[src/rtl/input_conditioner.sv]
// Synchronizes and debounces active-low buttons and switches, and latches press events for the CPU.
// Optional macro INPUT_COND_SW_DEBOUNCE_EN adds counter debouncers to the switch inputs.
module input_conditioner #(
  parameter int DEBOUNCE_CYCLES = 8
) (
  input  logic       clk,
  input  logic       reset,
  input  logic [3:0] buttons,
  input  logic [9:0] switches,
  input  logic       ack,
  output logic [3:0] btn_level,
  output logic [3:0] btn_press,
  output logic [9:0] sw_sync,
  output logic [3:0] pending,
  output logic       irq,
  output logic [1:0] event_id
);

  localparam logic [15:0] DB_LIMIT = 16'(DEBOUNCE_CYCLES);

  logic [3:0]  btn_s1_q, btn_s2_q;
  logic [9:0]  sw_s1_q, sw_s2_q;
  logic [15:0] btn_cnt_q [4];
  logic [15:0] btn_cnt_d [4];
  logic [3:0]  btn_level_q, btn_level_d;
  logic [3:0]  btn_press_q, btn_press_d;
  logic [3:0]  pending_q, pending_d;
  logic [3:0]  ack_clr_s;
  logic [3:0]  btn_raw_s;

  // Two-flop synchronizers; button chains idle high.
  always_ff @(posedge clk or negedge reset) begin
    if (!reset) begin
      btn_s1_q <= 4'b1111;
      btn_s2_q <= 4'b1111;
      sw_s1_q  <= 10'b0;
      sw_s2_q  <= 10'b0;
    end else begin
      btn_s1_q <= buttons;
      btn_s2_q <= btn_s1_q;
      sw_s1_q  <= switches;
      sw_s2_q  <= sw_s1_q;
    end
  end

  assign btn_raw_s = ~btn_s2_q;

  // Button debounce counters and level toggle.
  always_comb begin
    btn_level_d = btn_level_q;
    for (int i = 0; i < 4; i++) begin
      btn_cnt_d[i] = 16'd0;
      if (btn_raw_s[i] == btn_level_q[i]) begin
        btn_cnt_d[i] = 16'd0;
      end else if (btn_cnt_q[i] + 16'd1 == DB_LIMIT) begin
        btn_level_d[i] = ~btn_level_q[i];
        btn_cnt_d[i]   = 16'd0;
      end else begin
        btn_cnt_d[i] = btn_cnt_q[i] + 16'd1;
      end
    end
    btn_press_d = btn_level_d & ~btn_level_q;
  end

  // Acknowledge clears the bit currently reported; a same-cycle press re-sets it.
  always_comb begin
    if (ack && (pending_q != 4'b0000)) begin
      ack_clr_s = 4'b0001 << event_id;
    end else begin
      ack_clr_s = 4'b0000;
    end
    pending_d = (pending_q & ~ack_clr_s) | btn_press_q;
  end

  // Button level, press pulse and pending state.
  always_ff @(posedge clk or negedge reset) begin
    if (!reset) begin
      for (int i = 0; i < 4; i++) begin
        btn_cnt_q[i] <= 16'd0;
      end
      btn_level_q <= 4'b0000;
      btn_press_q <= 4'b0000;
      pending_q   <= 4'b0000;
    end else begin
      for (int i = 0; i < 4; i++) begin
        btn_cnt_q[i] <= btn_cnt_d[i];
      end
      btn_level_q <= btn_level_d;
      btn_press_q <= btn_press_d;
      pending_q   <= pending_d;
    end
  end

  // Lowest-numbered pending bit wins.
  always_comb begin
    if (pending_q[0]) begin
      event_id = 2'd0;
    end else if (pending_q[1]) begin
      event_id = 2'd1;
    end else if (pending_q[2]) begin
      event_id = 2'd2;
    end else if (pending_q[3]) begin
      event_id = 2'd3;
    end else begin
      event_id = 2'd0;
    end
  end

  assign irq       = |pending_q;
  assign btn_level = btn_level_q;
  assign btn_press = btn_press_q;
  assign pending   = pending_q;

`ifdef INPUT_COND_SW_DEBOUNCE_EN
  logic [15:0] sw_cnt_q [10];
  logic [15:0] sw_cnt_d [10];
  logic [9:0]  sw_level_q, sw_level_d;

  // Switch debounce counters, same rule as buttons but active-high and pulse-free.
  always_comb begin
    sw_level_d = sw_level_q;
    for (int i = 0; i < 10; i++) begin
      sw_cnt_d[i] = 16'd0;
      if (sw_s2_q[i] == sw_level_q[i]) begin
        sw_cnt_d[i] = 16'd0;
      end else if (sw_cnt_q[i] + 16'd1 == DB_LIMIT) begin
        sw_level_d[i] = ~sw_level_q[i];
        sw_cnt_d[i]   = 16'd0;
      end else begin
        sw_cnt_d[i] = sw_cnt_q[i] + 16'd1;
      end
    end
  end

  // Switch debounce state.
  always_ff @(posedge clk or negedge reset) begin
    if (!reset) begin
      for (int i = 0; i < 10; i++) begin
        sw_cnt_q[i] <= 16'd0;
      end
      sw_level_q <= 10'b0;
    end else begin
      for (int i = 0; i < 10; i++) begin
        sw_cnt_q[i] <= sw_cnt_d[i];
      end
      sw_level_q <= sw_level_d;
    end
  end

  assign sw_sync = sw_level_q;
`else
  assign sw_sync = sw_s2_q;
`endif

endmodule
[config.mk]
export PLATFORM = sky130hd
export DESIGN_NAME = input_conditioner
export DESIGN_NICKNAME = d
export VERILOG_FILES = /design/src/rtl/input_conditioner.sv
export SDC_FILE = /design/constraint.sdc
export NUM_CORES = 1
export LEC_CHECK = 0
export BUFFER_PORTS_ARGS = -buffer_cell sky130_fd_sc_hd__buf_4
export CORE_ASPECT_RATIO = 2
export CORE_MARGIN = 2
export CORE_UTILIZATION = 40
export CTS_BUF_LIST = sky130_fd_sc_hd__clkbuf_16
export CTS_CLUSTER_DIAMETER = 50
export DETAILED_ROUTE_END_ITERATION = 6
export GPL_TIMING_DRIVEN = 0
export PLACE_DENSITY = 0.6
export SYNTH_ARGS = -nofsm -noshare
export SYNTH_HDL_FRONTEND = slang
export SYNTH_SLANG_ARGS = --single-unit
[constraint.sdc]
create_clock -name clk -period 2.65 [get_ports clk]
set_input_delay 0.795 -clock clk [delete_from_list [all_inputs] [get_ports clk]]
set_output_delay 0.795 -clock clk [all_outputs]
set_load 0.01 [all_outputs]
==> results.yml <==
route:
  drc: 0
  dr.pass1.iters: 4
  viasPerCell: 5.23
  wire_per_inst_um: 14.1
  drtAntennaViolNets: 0
  dr.first_iter.drc_count: 163
  route.vias.total: 3440
  totalWireLength_um: 9300
finish:
  register_area_um2: 2610
  layout-drive-gt1-share_pct: 16.0
  nets: 529
  synthToLayoutAreaGrowth_pct: 16.7
  nFillCells: 1096
  multi_input_area_um2: 2050
  antenna_cells: 0
  final_util_pct: 47.9
yosys:
  synth_flop_cell: "dfrtp_1"
  ys_seq_elements: 104
  synth-edff-count: 0
  synth_area_um2: 4800
  ys_types: 53
  ys_warn_count: 0
  postSynthCellCount: 456
  syn_nets: 477
  synth_area_per_cell_um2: 10.5
  ys_seq_area_share_pct: 54.4
  ys_async_sr_fraction_pct: 100
worst_setup_path:
  cp.arrival_ps: 2680
  end_kind: "flip-flop"
  crit_path_start_kind: "flip-flop"
  crit_chain: "clkbuf_1 -> nand4_1 -> nor4_1 -> xnor2_1 -> o21ai_2 -> o41ai_2 -> buf_6 -> nor2_1"
  critPathKind: "reg -> reg"
  regToRegEndpoint: "btn_cnt_q[19]$_DFF_PN0_"
  reg2reg_depth: 8
  crit_path_max_incr_delay_ps: 490
  slowest_stage: "o41ai_2"
  setup.worst_path.start: "btn_cnt_q[25]$_DFF_PN0_"
  cp.required_ps: 2880
  crit_end: "btn_cnt_q[19]$_DFF_PN0_"
  worstReg2RegStart: "btn_cnt_q[25]$_DFF_PN0_"
  path_max_fanout: 10
  r2r_setup_slack_ps: 200
outcome:
  outcome: "finished, final reports clean"
clock_tree:
  cts_tree: "yes"
  cts_buffer_depth: 2
  clk_pin_slew_worst_paths_ps: 70
  cts_hold_buffers: 0
  clock_sinks: 104
  cts_root_buffer: "clkbuf_16"
  cts_buffers: 9
  htree_levels: 3
  clk_latency_ps: 340
global_route:
  grt_pass1_vias: 3567
  grt_usage_pct: 16.0
  antenna_found_initial: 0
  grt_max_degree: 105
  grt_pass1_wl_um: 16300
  grt.overflow.total: 0
die:
  die-height_um: 159
  start_util_pct: 41.1
  die_x_um: 81.5
  core_um2: 11700
  die_area_um2: 13000
  ios: 42
  rows: 56
sta:
  fin_setup_tns_ps: 0
  rsz0062_at_grt: "no"
  slew-limit-headroom_pct: 63.3
  report.final.setup_viol: 0
  drv_slew: 0
  hold_viol: 0
  final.setup_skew_ps: 7.78
  worstMarginPinSlew_ps: 549
  period_share_pct: 92.6
  min_period_ps: 2450
  clock.fmax_mhz: 408
power:
  powerDensity_nw_per_um2: 549
  ir_drop_mv: 0.461
  p_leak_nw: 2.47
placement:
  place_congestion: 0.811
  io_buffers: 41
  dp_hpwl_um: 6640
job:
  max_cap_viol_count: 0
hold_path:
  hp-class: "in -> async"
==> cells in the mapped netlist (all sizes together) (2+ instances only) <==
| master | instances | share of area, % |
|---|---|---|
| nand2 | 21 | 1.6 |
| nor3b | 9 | 1.4 |
| a311oi | 2 | 0.36 |
| dfstp | 8 | 4.4 |
| a21oi | 4 | 0.42 |
| o21a | 2 | 0.31 |
| nor4 | 11 | 1.7 |
| or3 | 6 | 0.78 |
| mux2i | 6 | 1.3 |
| a41o | 3 | 0.63 |
| xnor2 | 34 | 6.2 |
| buf | 6 | 1.0 |
| nor2b | 2 | 0.26 |
| nor4b | 2 | 0.36 |
| or4 | 2 | 0.31 |
| nand4 | 18 | 2.3 |
| dfrtp | 96 | 50 |
| o21ai | 9 | 1.0 |
| a21o | 2 | 0.31 |
| and4 | 3 | 0.55 |
| mux2 | 2 | 0.47 |
| clkbuf | 8 | 0.65 |
| nand2b | 2 | 0.26 |
| inv | 16 | 1.3 |
| nand3 | 29 | 3.2 |
| xor2 | 30 | 5.5 |
| and3 | 10 | 1.3 |
| nor2 | 78 | 6.1 |
| ha | 4 | 1.0 |
| nor3 | 16 | 2.0 |
| o41ai | 2 | 0.52 |
==> registers in the layout, indices dropped and copies added (netlist names) <==
signal	cells
btn_cnt_q	64
sw_s1_q	10
sw_sync	10
btn_level	4
btn_press	4
btn_s1_q	4
btn_s2_q	4
pending	4
==> worst min-delay path by stage <==
stage	to	slack (ps)	depth (start not counted)	start
after floorplan	sw_sync[0]$_DFF_PN0_	330	0	sw_s1_q[0]$_DFF_PN0_
after detailed placement	sw_sync[3]$_DFF_PN0_	330	0	sw_s1_q[3]$_DFF_PN0_
after CTS	sw_sync[3]$_DFF_PN0_	350	0	sw_s1_q[3]$_DFF_PN0_
final	btn_cnt_q[29]$_DFF_PN0_	230	1	reset
after global routing	btn_cnt_q[29]$_DFF_PN0_	220	1	reset
after global placement	sw_sync[4]$_DFF_PN0_	330	0	sw_s1_q[4]$_DFF_PN0_
==> worst max-delay path, delay by kind of cell, from the launching register on <==
kind / cells / cell delay, ps
AOI/OAI and AO/OA: 2 / 600
xor gates and xnor gates: 1 / 200
buffers and inverters: 2 / 480
DFF: 1 / 330
and+or+nand+nor: 3 / 730
==> logic make-up (layout without fill, tap and decap cells) <==
family / count (synthesis) / after routing / share of synthesized area (%)
AOI/OAI and AO/OA: 34 / 34 / 5.44
xor gates and xnor gates: 64 / 64 / 11.7
adders and majority gates: 4 / 4 / 1.04
buffers and inverters: 30 / 87 / 2.94
DFF: 104 / 104 / 54.4
muxes: 8 / 8 / 1.72
and+or+nand+nor: 212 / 212 / 22.8
==> placed cells by master (no fill, tap or decap), types with 2 or more instances in the layout <==
cell,Yosys,routed
nor3b_1,9,9
nand4_1,18,18
xor2_1,30,30
xnor2_1,34,34
ha_1,4,4
and4_1,3,3
dfrtp_1,96,96
a311oi_1,2,2
nand3_1,27,27
nor4b_1,2,2
buf_6,2,3
nor3_1,14,14
a41o_1,3,3
nor4_1,10,10
nand3_2,2,2
clkbuf_1,7,6
a21o_1,2,2
clkbuf_16,0,9
mux2i_1,6,6
nor2b_1,2,2
inv_1,16,16
buf_4,3,43
and3_1,10,10
o21a_1,2,2
or3_1,6,6
dfstp_2,8,8
a21oi_1,4,4
nor2_1,78,78
nand2b_1,2,2
or4_1,2,2
clkinv_2,0,3
nand2_1,21,21
o21ai_0,8,8
mux2_2,2,2
clkinv_1,0,2
==> through the flow <==
stage | hold WS (ps) | worst slack, ps | cells | total power, W | instance area (µm²)
6_report | 226 | 196 | 658 | 0.00308 | 5610
5_1_grt | 217 | 11.6 | 658 | 0.00321 | 5610
2_1_floorplan | 331 | 530 | 456 | 0.00173 | 4800
4_1_cts | 346 | 157 | 658 | 0.00312 | 5580
3_3_place_gp | 331 | 213 | 642 | 0.00181 | 5290
3_5_place_dp | 335 | 177 | 642 | 0.00181 | 5290
==> what timing repair did <==
item / in CTS / in global routing
endpoints found under the setup margin: 0 / 9
resized for setup: 0 / 0
buffers inserted: 0 / 0
==> area by class of cell <==
cell class / count / area share [%]
buffer: 13 / 1.38
clock buffer: 9 / 4.02
clock inverter: 7 / 1.09
inverter: 16 / 1.07
multi-input combinational: 322 / 36.6
sequential: 104 / 46.6
tap: 145 / 3.24
timing repair buffer: 42 / 6.05
==> where the power goes <==
group	total, W	internal, W	switching [W]
sequential	0.00165	0.00163	0.0000257
clock	0.00130	0.000724	0.000572
combinational	0.000127	0.0000524	0.0000744
==> metal layers <==
metal | GRT usage [%] | vias to the layer above | routed length (µm)
met3 | 2.21 | 17 | 272
met4 | 7.70 | 0 | 221
li1 | - | 1681 | -
met2 | 27.7 | 61 | 4960
met5 | 0 | - | 0
met1 | 18.9 | 1681 | 3850
(Power assumes the default switching activity.)
